$ cat src/rtl/controle_escrita_regs_pkg.sv
// Shared widths and writeback request type for the register-file write-port controller.
// Pure declarations: no latency, no backpressure.
package controle_escrita_regs_pkg;

    localparam int ADDR_W = 4;
    localparam int DATA_W = 32;
    localparam int NREG   = 1 << ADDR_W;

    typedef struct packed {
        logic              valid;
        logic [ADDR_W-1:0] addr;
        logic [DATA_W-1:0] data;
    } wb_req_t;

    function automatic logic [NREG-1:0] reg_onehot(input logic [ADDR_W-1:0] a);
        return NREG'(1) << a;
    endfunction

endpackage

$ cat src/rtl/controle_escrita_regs_arb.sv
// Two-way round-robin arbiter: combinational grant, one-cycle memory of the last winner.
// Grants are forced low while rst is high; a loser is served on the next conflict.
module rr_arbiter2 (
    input  logic       clk,
    input  logic       rst,
    input  logic [1:0] req,
    output logic [1:0] grant
);

    // 1 means requester 1 won most recently, so requester 0 wins the next conflict
    logic last_grant;

    always_comb begin
        grant = 2'b00;
        if (!rst) begin
            case (req)
                2'b01:   grant = 2'b01;
                2'b10:   grant = 2'b10;
                2'b11:   grant = last_grant ? 2'b01 : 2'b10;
                default: grant = 2'b00;
            endcase
        end
    end

    always_ff @(posedge clk or posedge rst) begin
        if (rst) begin
            last_grant <= 1'b1;
        end else if (|grant) begin
            last_grant <= grant[1];
        end
    end

endmodule

$ cat src/rtl/controle_escrita_regs.sv
// Register-file write-port arbiter, one-cycle write stage and pending scoreboard; write reaches
// the register file one cycle after the grant. Optional forwarding under REG_BYPASS_EN.
module controle_escrita_regs
    import controle_escrita_regs_pkg::*;
(
    input  logic              clk,
    input  logic              rst,
    input  logic              rsv_valid,
    input  logic [ADDR_W-1:0] rsv_addr,
    output logic              rsv_ready,
    input  logic              wb0_valid,
    input  logic [ADDR_W-1:0] wb0_addr,
    input  logic [DATA_W-1:0] wb0_data,
    output logic              wb0_ready,
    input  logic              wb1_valid,
    input  logic [ADDR_W-1:0] wb1_addr,
    input  logic [DATA_W-1:0] wb1_data,
    output logic              wb1_ready,
    input  logic [ADDR_W-1:0] rd_addr1,
    input  logic [ADDR_W-1:0] rd_addr2,
    output logic              hazard1,
    output logic              hazard2,
    output logic [ADDR_W-1:0] add_reg_write,
    output logic [DATA_W-1:0] data_reg_write,
    output logic              enable_write,
`ifdef REG_BYPASS_EN
    output logic              byp_valid1,
    output logic              byp_valid2,
    output logic [DATA_W-1:0] byp_data1,
    output logic [DATA_W-1:0] byp_data2,
`endif
    output logic [NREG-1:0]   pending
);

    wb_req_t    wb0_req;
    wb_req_t    wb1_req;
    wb_req_t    win_req;
    logic [1:0] grant;
    logic       rsv_fire;
    logic [NREG-1:0] set_mask;
    logic [NREG-1:0] clr_mask;

    assign wb0_req = '{valid: wb0_valid, addr: wb0_addr, data: wb0_data};
    assign wb1_req = '{valid: wb1_valid, addr: wb1_addr, data: wb1_data};

    rr_arbiter2 u_arb (
        .clk   (clk),
        .rst   (rst),
        .req   ({wb1_valid, wb0_valid}),
        .grant (grant)
    );

    assign wb0_ready = grant[0];
    assign wb1_ready = grant[1];

    always_comb begin
        win_req = '0;
        if (grant[0]) begin
            win_req = wb0_req;
        end else if (grant[1]) begin
            win_req = wb1_req;
        end
    end

    // Address and data hold their last values when no write is issued
    always_ff @(posedge clk or posedge rst) begin
        if (rst) begin
            enable_write   <= 1'b0;
            add_reg_write  <= '0;
            data_reg_write <= '0;
        end else begin
            enable_write <= win_req.valid;
            if (win_req.valid) begin
                add_reg_write  <= win_req.addr;
                data_reg_write <= win_req.data;
            end
        end
    end

    // A pending register refuses a second reservation so a stale write cannot clear it
    assign rsv_ready = !rst && !pending[rsv_addr];
    assign rsv_fire  = rsv_valid && rsv_ready;
    assign set_mask  = rsv_fire ? reg_onehot(rsv_addr) : '0;
    assign clr_mask  = enable_write ? reg_onehot(add_reg_write) : '0;

    always_ff @(posedge clk or posedge rst) begin
        if (rst) begin
            pending <= '0;
        end else begin
            pending <= (pending & ~clr_mask) | set_mask;
        end
    end

`ifdef REG_BYPASS_EN
    always_comb begin
        byp_valid1 = enable_write && (add_reg_write == rd_addr1);
        byp_valid2 = enable_write && (add_reg_write == rd_addr2);
        byp_data1  = byp_valid1 ? data_reg_write : '0;
        byp_data2  = byp_valid2 ? data_reg_write : '0;
        hazard1    = pending[rd_addr1] && !byp_valid1;
        hazard2    = pending[rd_addr2] && !byp_valid2;
    end
`else
    assign hazard1 = pending[rd_addr1];
    assign hazard2 = pending[rd_addr2];
`endif

endmodule

$ cat config.mk
export PLATFORM = sky130hd
export DESIGN_NAME = controle_escrita_regs
export DESIGN_NICKNAME = d
export VERILOG_FILES = /design/src/rtl/controle_escrita_regs_pkg.sv /design/src/rtl/controle_escrita_regs_arb.sv /design/src/rtl/controle_escrita_regs.sv
export SDC_FILE = /design/constraint.sdc
export NUM_CORES = 1
export LEC_CHECK = 0
export ABC_CLOCK_PERIOD_IN_PS = 4000
export CORE_UTILIZATION = 40
export DETAILED_ROUTE_END_ITERATION = 10
export GPL_ROUTABILITY_DRIVEN = 0
export PLACE_DENSITY = 0.8
export SETUP_SLACK_MARGIN = 0.2
export SYNTH_ARGS = -nofsm -noshare
export SYNTH_HDL_FRONTEND = slang
export SYNTH_HIERARCHICAL = 1
export SYNTH_SLANG_ARGS = --single-unit
$ cat constraint.sdc
create_clock -name clk -period 4 [get_ports clk]
set_clock_uncertainty 0.2 [all_clocks]
set_input_delay 0.6 -clock clk [delete_from_list [all_inputs] [get_ports clk]]
set_output_delay 0.6 -clock clk [all_outputs]
set_load 0.01 [all_outputs]
# [Yosys cells after proc, flatten, opt, wreduce, memory -nomap -nowiden]
# Cells that the tools add are included.
[totals] ff_bits=54 input_bits=89 output_inout_bits=58 word_cells=34
[classes] order_cmp=3 eq_ne=3 shift=2 n_mux=13 bitwise_logic=3 n_reduce_logical=5
[ops] operator="$mux 37" count=2
[ops] operator="$mux 16" count=2
[ops] operator="$shl 1x4->16 const A" count=2
[ops] operator="$and 16x16->16" count=1
[ops] operator="$not 16->16" count=1
[ops] operator="$or 16x16->16" count=1
[ops] operator="$lt 4x5->1 const B" count=3
[ops] operator="$bmux 1 s4" count=3
[ops] operator="$pmux 2 s3" count=1
[ops] operator="$eq 2x2->1 const B" count=2
[ops] operator="$mux 2" count=2
[ops] operator="$mux 1" count=3
[ops] operator="$eq 2x1->1 const B" count=1
[ops] operator="$logic_and 1x1->1" count=2
[ops] operator="$logic_not 1->1" count=2
[ops] operator="$reduce_or 2->1" count=1

# [Depth between registers and ports, before layout]
# Gate-level depths: netlist of run 1.
[depth] ltp_word=7 ltp_mapped=8 depth_no_buf=6

# [Hierarchy]
# The synthesis of run 1 kept the hierarchy.
[modules_own_cells] mod="controle_escrita_regs" n_inst=1 cells_per_inst=283 area_per_inst_um2=2817.7 seq_area_each_um2=1326.3
[modules_own_cells] mod="rr_arbiter2" n_inst=1 cells_per_inst=8 area_per_inst_um2=72.6 seq_area_each_um2=26.3

# [Worst setup path before layout of run 1]
# OpenSTA, ideal clock, no wires.
[synth_path] kind="input to output" startpoint="input port rst" endpoint="output port rsv_ready" arrival_ns=2.273 t_required_ns=3.200 setup_slack_ns=0.927 cell_stages=3 path_buffers=0 path_cell_list="inv_1 and3_1 o221a_1"
[synth_via] elab_chain_len=2
[synth_lines] element="start: declaration" line="controle_escrita_regs.sv:7" source="input logic rst,"
[synth_lines] element="$logic_not 1->1 (no source line)"
[synth_lines] element="$logic_and 1x1->1" line="controle_escrita_regs.sv:81" source="assign rsv_ready = !rst && !pending[rsv_addr];"
[synth_lines] element="end: declaration" line="controle_escrita_regs.sv:10" source="output logic rsv_ready,"
# No other way between the ends.

# [Worst setup path after layout of run 1]
[layout_path] startpoint="input port rsv_addr[1]" endpoint="output port rsv_ready"
[layout_via] elab_chain_len=4
[layout_lines] element="start: declaration" line="controle_escrita_regs.sv:9" source="input logic [ADDR_W-1:0] rsv_addr,"
[layout_lines] element="$bmux 1 s4" line="controle_escrita_regs.sv:81"
[layout_lines] element="$mux 1 (implied by the code)" line="controle_escrita_regs.sv:81"
[layout_lines] element="$logic_not 1->1" line="controle_escrita_regs.sv:81"
[layout_lines] element="$logic_and 1x1->1" line="controle_escrita_regs.sv:81"
# No other way between the ends. The select of a mux whose other input is x is not followed.

==> results_dict.tcl, run 1 <==
set metrics [dict create \
    tns_ns 0 \
    ys.flop_type "dfrtp_1" \
    rsz0062_at_grt "false" \
    p_leak_nw 1.70 \
    peakVddDrop_uv 227 \
    dp.cells 517 \
    antenna_found_initial 0 \
    antenna_left 0 \
    synth.ff_latch_count 54 \
    via_per_inst 5.40 \
    synthArstFlopShare 1.00 \
    pwr_density_cell_nw_per_um2 379 \
    utilization 0.657 \
    route.detailed.drc 0 \
    drt_iter0_drc 126 \
    design_area_um2 4510 \
    drv_slew 0 \
    layout-drive-gt1-share 0.0864 \
    maxCapViolCount 0 \
    cp_max_fo 12 \
    clk_path_buf_depth 2 \
    vias 2830 \
    layout.nets 517 \
    io_pins 147 \
    cp_slowest_cell "clkdlybuf4s50_1" \
    gr-total-overflow 0 \
    crit_path_frequent_cell "clkdlybuf4s50_1" \
    grt_pass1_wl_mm 14.0 \
    routed_wl_mm 8.78 \
    setup_violations 0 \
    initial_core_util 0.421 \
    numCtsBuffers 5 \
    cts_sinks 54 \
    synth_area_um2 2890 \
    netlist.area_leader.share 0.459 \
    core_um2 6870 \
    start_kind "primary input" \
    cts.repair.resized 0 \
    min_period_over_period 0.894 \
    ys_seq_area_frac 0.468 \
    worstPathCellList "clkdlybuf4s50_1 > mux2i_1 > mux2_2 > and3_1 > o221a_1 > clkdlybuf4s50_1" \
    synth_edf_count 0 \
    dpl_cell_area_um2 4430 \
    hold_viol_final 0 \
    die_w_um 87.0 \
    tightest_slew_ns 0.666 \
    num_antenna_cells 0 \
    track_usage 0.242 \
    area_growth_pct 56.1 \
    yosys_warnings 6 \
    required_ns 3.20 \
    htree_levels 2 \
    synth_area_per_cell_um2 9.93 \
    dieArea_um2 7570 \
    avgRoutedWirePerCell_um 16.8 \
    outcome "completed" \
    grt_pass1_vias 2832 \
    clk_pin_slew_ns 0.10 \
    syn_nets 380 \
    synth.distinct_cells 37 \
    num_rows 30 \
    synthCells 291 \
    worstPathArrival_ns 2.78 \
    cts_tree "yes" \
    ys_top_cells_by_count "dfrtp_1, nand2_1, o21ai_1" \
    cts-hold-fix-buffers 0 \
    fmax_mhz 280 \
    port_buffers 146 \
    yosysMostFrequentCell "dfrtp_1" \
    cpPeakStageDelay_ns 0.81 \
    cp-end-kind "output pin" \
    ys_top_cells_by_area "dfrtp_1, a22oi_1, mux4_2" \
    hold_path.class "reg2reg" \
    insertion_delay_ns 0.31 \
    grt_max_degree 54 \
    slew_headroom 0.556 \
    dr.pass1.iters 4 \
    fin_cells 524 \
    critPathKind "in2out" \
    root_buffer "clkbuf_8" \
    fin_crit_ns 3.58 \
    die_h_um 87.0 \
    post_cts_buffers 0 \
    synth_top_area_cell "dfrtp_1" \
    hpwl_mm 6.70 \
]
==> through the flow <==
stage / hold slack (ns) / power, mW / setup WS [ns]
2_1_floorplan: 0.273 / 1.03 / 0.927
3_3_place_gp: 0.266 / 1.41 / 0.490
3_5_place_dp: 0.274 / 1.43 / 0.449
4_1_cts: 0.297 / 1.73 / 0.445
5_1_grt: 0.315 / 1.81 / 0.328
6_report: 0.291 / 1.71 / 0.423
==> final cells by class <==
type | instances | area (µm²)
Sequential cell | 54 | 1350
Clock inverter | 2 | 13.8
Fill cell | 566 | 2360
Tap cell | 96 | 120
Timing Repair Buffer | 151 | 1500
Inverter | 4 | 15.0
Multi-Input combinational cell | 212 | 1440
Clock buffer | 5 | 68.8
==> where the power goes <==
part / internal, mW / total (mW) / switching [mW]
clock network: 0.121 / 0.299 / 0.177
logic: 0.388 / 0.660 / 0.272
registers: 0.646 / 0.753 / 0.108
==> worst paths after layout <==
path | slack [ns] | to | start | cells after the start
max | 0.42 | rsv_ready | rsv_addr[1] | 6
min | 0.29 | data_reg_write[18] | data_reg_write[18] | 2
max reg2reg | 1.74 | data_reg_write[23] | u_arb/last_grant | 8
min reg2reg | 0.29 | data_reg_write[18] | data_reg_write[18] | 2
max in group asynchronous | 2.32 | data_reg_write[5] | rst | 3
min in group asynchronous | 0.60 | u_arb/last_grant | rst | 2
==> placed cells by master (no fill, tap or decap), types with 3 or more instances in the layout <==
cell             Yosys  final
a22oi_1             35     35
o31ai_2              3      3
nand3b_1             4      4
o21ai_1             40     40
mux2i_1              9      9
dfrtp_1             53     53
nand2b_1             4      4
clkbuf_8             0      5
buf_4                0      5
o21ai_0             16     16
nor2_1               5      5
nor2b_1              4      3
a21oi_1              4      4
nand2_1             45     45
nand3_1              8      8
o31ai_1              6      6
clkdlybuf4s50_1      0    146
mux4_2               9      9
==> metal layers <==
layer,vias to the layer above,wire length [µm],track usage
met5,-,0,0
li1,1350,-,-
met1,1335,3430,0.287
met3,6,996,0.103
met2,139,4290,0.402
met4,0,66,0.0621
==> critical path, delay by kind of cell <==
family          cells  cell delay [ns]
buf+inv             2             1.30
mux                 2             0.46
compound gates      1             0.23
simple gates        1             0.18
==> flip-flops by register name (all words and copies together) (netlist names) <==
register and flops:
enable_write 1, pending 16, u_arb/last_grant 1, add_reg_write 4
data_reg_write 32
==> cells by family (layout without fill, tap and decap cells) <==
group / Yosys count / count (layout) / share of synthesized area
buffers and inverters: 25 / 162 / 0.0372
AO/OA/AOI/OAI: 112 / 112 / 0.253
multiplexers: 20 / 20 / 0.109
AND/OR/NAND/NOR: 80 / 80 / 0.133
flip-flops: 54 / 54 / 0.468
(Power assumes the default switching activity.)
==> run 2, diff against run 1 <==
Settings changed: CELL_PAD_IN_SITES_DETAIL_PLACEMENT from default to 1, CELL_PAD_IN_SITES_GLOBAL_PLACEMENT from default to 2, CORE_MARGIN from default to 1.5, CORE_UTILIZATION 40 to 24, HOLD_SLACK_MARGIN from default to 0.08, PLACE_DENSITY 0.8 to default, PLACE_DENSITY_LB_ADDON from default to 0.1.
==> results_dict.tcl, run 2 (synthesis gave the netlist of run 1 again) <==
set metrics [dict create \
    outcome "completed" \
    reg_top3 "data_reg_write (32), pending (16), add_reg_write (4)" \
    cts_sinks 54 \
    worstPathCellList "clkdlybuf4s50_1 > mux2i_1 > mux2_2 > and3_1 > o221a_1 > clkdlybuf4s50_1" \
    final_common_cell "clkdlybuf4s50_1" \
    clk_pin_slew_ns 0.07 \
    dpl_cell_area_um2 4500 \
    via_per_inst 4.95 \
    p_comb_frac 0.357 \
    cp-startpoint "rsv_addr[1]" \
    track_usage 0.160 \
    min_path_cells 2 \
    tightest_slew_ns 0.698 \
    wl_met2_mm 4.61 \
    fin_crit_ns 3.60 \
    avgRoutedWirePerCell_um 17.4 \
    die_h_um 113 \
    timing.hold.ws_ns 0.285 \
    cts-hold-fix-buffers 0 \
    clk_path_buf_depth 2 \
    grt_max_degree 54 \
    r2r_end "add_reg_write[0]" \
    cp_max_fo 12 \
    core_um2 11600 \
    fmax_mhz 278 \
    grt_pass1_wl_mm 16.0 \
    root_buffer "clkbuf_16" \
    grt_pass1_vias 3051 \
    dp.cells 565 \
    drv_slew 0 \
    cts_tree "yes" \
    start_kind "primary input" \
    insertion_delay_ns 0.30 \
    antenna_found_initial 0 \
    setup_slack_ns 0.397 \
    route.detailed.drc 0 \
    clockPowerShare 0.229 \
    tns_ns 0 \
    maxCapViolCount 0 \
    setup_violations 0 \
    p_seq_frac 0.413 \
    crit_path_frequent_cell "clkdlybuf4s50_1" \
    io_pins 147 \
    hold_viol_final 0 \
    nFillCells 1315 \
    gr-total-overflow 0 \
    finalPower_mw 1.86 \
    layout.nets 518 \
    post-place-ws_ns 0.399 \
    cts.repair.resized 0 \
    drt_iter0_drc 80 \
    die_w_um 113 \
    area_growth_pct 60.4 \
    min_period_over_period 0.901 \
    dr.max_layer_used "met4" \
    critPathKind "in2out" \
    intPower_mw 1.26 \
    hold_path.class "reg2reg" \
    p_leak_nw 1.73 \
    routed-wl-met3_um 907 \
    fin_cells 573 \
    power.switching_uw 594 \
    num_antenna_cells 0 \
    cp-end-kind "output pin" \
    top_register "data_reg_write" \
    vias 2839 \
    slew_headroom 0.535 \
    pwr_density_cell_nw_per_um2 401 \
    cpPeakStageDelay_ns 0.83 \
    layout-drive-gt1-share 0.0884 \
    cp_slowest_cell "clkdlybuf4s50_1" \
    utilization 0.401 \
    design_area_um2 4640 \
    worstRegToRegCells 6 \
    peakVddDrop_uv 195 \
    routed_wl_mm 9.95 \
    num_rows 39 \
    area.sequential_um2 1350 \
    largest_reg_flops 32 \
    numCtsBuffers 5 \
    worstReg2RegStart "u_arb/last_grant" \
    rsz0062_at_grt "false" \
    required_ns 3.20 \
    worstPathArrival_ns 2.80 \
    port_buffers 146 \
    antenna_left 0 \
    wl_met1_mm 4.26 \
    final_cell_mix "clkdlybuf4s50_1, dfrtp_1, nand2_1, o21ai_1, a22oi_1" \
    rrSetupSlack_ns 1.96 \
    hold_path_end "data_reg_write[11]" \
    worstHoldStart "data_reg_write[11]" \
    hpwl_mm 7.71 \
    post_cts_buffers 0 \
    dr.pass1.iters 5 \
    initial_core_util 0.250 \
    dieArea_um2 12700 \
    htree_levels 2 \
    p_sw_frac 0.319 \
    multi_input_area_um2 1440 \
]
## run 2: metal layers
layer,vias to the layer above,GRT usage
met5,-,0
li1,1354,-
met2,117,0.270
met1,1353,0.191
met4,0,0.0464
met3,15,0.0578
## run 2: cell type report
cell class	instances	area share
Sequential cell	54	0.292
Timing Repair Buffer	152	0.325
Clock inverter	2	0.00216
Clock buffer	6	0.0278
Tap cell	143	0.0386
Inverter	4	0.00324
Multi-Input combinational cell	212	0.311
## run 2: how the worst max path moves through the flow
stage / to / slack (ns) / cells after the start
after floorplan: rsv_ready / 0.93 / 3
after global placement: rsv_ready / 0.45 / 6
after detailed placement: rsv_ready / 0.40 / 6
after CTS: rsv_ready / 0.40 / 6
after global routing: rsv_ready / 0.28 / 6
final: rsv_ready / 0.40 / 6
## run 2: worst max-delay path, delay by kind of cell
family          cells  cell delay, ns
compound gates      1            0.25
mux                 2            0.47
simple gates        1            0.18
buf+inv             2            1.31
## run 2: power groups by stage
stage / Clock (mW) / Combinational [mW] / Sequential [mW]
after floorplan: 0 / 0.252 / 0.775
after global placement: 0 / 0.667 / 0.776
after detailed placement: 0 / 0.674 / 0.778
after CTS: 0.445 / 0.677 / 0.770
after global routing: 0.467 / 0.721 / 0.784
final: 0.426 / 0.664 / 0.768
==> run 3, diff against run 2 <==
Settings changed: PLACE_DENSITY from default to 0.83, PLACE_DENSITY_LB_ADDON 0.1 to default.
==> results_dict.tcl, run 3 (synthesis gave the netlist of run 1 again) <==
set metrics [dict create \
    io_pins 147 \
    hold_viol_final 0 \
    cts-hold-fix-buffers 0 \
    p_seq_frac 0.409 \
    min_path_cells 2 \
    reg_top3 "data_reg_write (32), pending (16), add_reg_write (4)" \
    num_rows 39 \
    num_antenna_cells 0 \
    core_um2 11600 \
    crit_path_frequent_cell "clkdlybuf4s50_1" \
    critPathKind "in2out" \
    avgRoutedWirePerCell_um 16.7 \
    cp-end-kind "output pin" \
    cts_tree "yes" \
    cp_slowest_cell "clkdlybuf4s50_1" \
    intPower_mw 1.28 \
    clk_pin_slew_ns 0.07 \
    slew_headroom 0.536 \
    crit_cells 6 \
    cpPeakStageDelay_ns 0.82 \
    cp_max_fo 12 \
    peakVddDrop_uv 165 \
    worstRegToRegCells 7 \
    p_comb_frac 0.353 \
    final_cell_mix "clkdlybuf4s50_1, dfrtp_1, nand2_1, o21ai_1, a22oi_1" \
    timing.hold.ws_ns 0.282 \
    use_met3 0.0498 \
    worstPathCellList "clkdlybuf4s50_1 > mux2i_1 > mux2_2 > and3_1 > o221a_1 > clkdlybuf4s50_1" \
    worstPathArrival_ns 2.81 \
    grt_pass1_wl_mm 15.7 \
    track_usage 0.154 \
    antenna_found_initial 0 \
    rsz0062_at_grt "false" \
    die_h_um 113 \
    post-place-ws_ns 0.382 \
    pwr_density_cell_nw_per_um2 402 \
    rrSetupSlack_ns 1.60 \
    finalPower_mw 1.87 \
    fin_cells 573 \
    port_buffers 146 \
    final_common_cell "clkdlybuf4s50_1" \
    dieArea_um2 12700 \
    outcome "completed" \
    clk_path_buf_depth 2 \
    initial_core_util 0.250 \
    min_period_over_period 0.903 \
    fmax_mhz 277 \
    worstReg2RegStart "u_arb/last_grant" \
    cts.repair.resized 0 \
    hold_path.class "reg2reg" \
    r2r_end "data_reg_write[24]" \
    setup_violations 0 \
    p_sw_frac 0.314 \
    routed_wl_mm 9.58 \
    start_kind "primary input" \
    layout-drive-gt1-share 0.0907 \
    tns_ns 0 \
    htree_levels 2 \
    cp-startpoint "rsv_addr[1]" \
    hpwl_mm 7.33 \
    gr-total-overflow 0 \
    route.detailed.drc 0 \
    power.switching_uw 587 \
    cp-endpoint "rsv_ready" \
    vias 2820 \
    grt_max_degree 60 \
    area_growth_pct 60.8 \
    drv_slew 0 \
    path_delay_family "buffers and inverters" \
    numCtsBuffers 5 \
    top_register "data_reg_write" \
    layout.nets 518 \
    grt_pass1_vias 3030 \
    largest_reg_flops 32 \
    setup_slack_ns 0.389 \
    grt-busiest-layer "met2" \
    met1_usage 0.185 \
    post_cts_buffers 0 \
    die_w_um 113 \
    antenna_left 0 \
    dp.cells 565 \
    cts_sinks 54 \
    dr.pass1.iters 4 \
    via_per_inst 4.92 \
    root_buffer "clkbuf_16" \
    insertion_delay_ns 0.29 \
    tightest_slew_ns 0.696 \
    met2_usage 0.271 \
    drt_iter0_drc 111 \
    clockPowerShare 0.238 \
    path_buf_inv 2 \
    p_leak_nw 1.74 \
    maxCapViolCount 0 \
    required_ns 3.20 \
    fin_crit_ns 3.61 \
]
[run 3: changes by cell type in the layout (fill, tap and decap cells not counted)]
cell        previous run  this run
clkbuf_1               1         0
clkbuf_8               0         1
clkinv_2               2         1
clkinvlp_4             0         1
[run 3: area by class of cell]
class	count	area, µm²
Sequential cell	54	1350
Timing Repair Buffer	152	1510
Fill cell	1317	6920
Clock inverter	2	12.5
Inverter	4	15.0
Clock buffer	6	139
Multi-Input combinational cell	212	1440
Tap cell	143	179
[run 3: through the flow]
step | utilization | area (µm²)
floorplan | - | 2890
global placement | 0.389 | 4500
detailed placement | 0.389 | 4500
CTS | 0.402 | 4650
global route | 0.402 | 4650
finish | 0.402 | 4650
[run 3: power by group through the flow]
stage / Clock (mW) / Combinational, mW / Sequential (mW)
after floorplan: 0 / 0.252 / 0.775
after global placement: 0 / 0.658 / 0.771
after detailed placement: 0 / 0.671 / 0.774
after CTS: 0.464 / 0.672 / 0.765
after global routing: 0.477 / 0.720 / 0.782
final: 0.444 / 0.660 / 0.764
[run 3: worst min-delay path: cells and delay by family, from the launching register on]
family           cells  cell delay (ns)
flip-flops           1             0.34
AO/OA/AOI/OAI        1             0.06
AND/OR/NAND/NOR      1             0.05
[run 3: how the worst min path moves through the flow]
stage                        from  slack, ns                  to
5_1_grt         data_reg_write[5]       0.31   data_reg_write[5]
2_1_floorplan    u_arb/last_grant       0.27    u_arb/last_grant
4_1_cts        data_reg_write[30]       0.29  data_reg_write[30]
3_5_place_dp   data_reg_write[11]       0.27  data_reg_write[11]
6_report       data_reg_write[30]       0.28  data_reg_write[30]
3_3_place_gp   data_reg_write[14]       0.27  data_reg_write[14]
[run 3: layer usage]
| layer | part of all wire | vias up | routed length [µm] |
|---|---|---|---|
| li1 | - | 1356 | - |
| met1 | 0.43 | 1365 | 4100 |
| met2 | 0.48 | 93 | 4630 |
| met3 | 0.080 | 6 | 766 |
| met4 | 0.0089 | 0 | 85 |
| met5 | 0 | - | 0 |
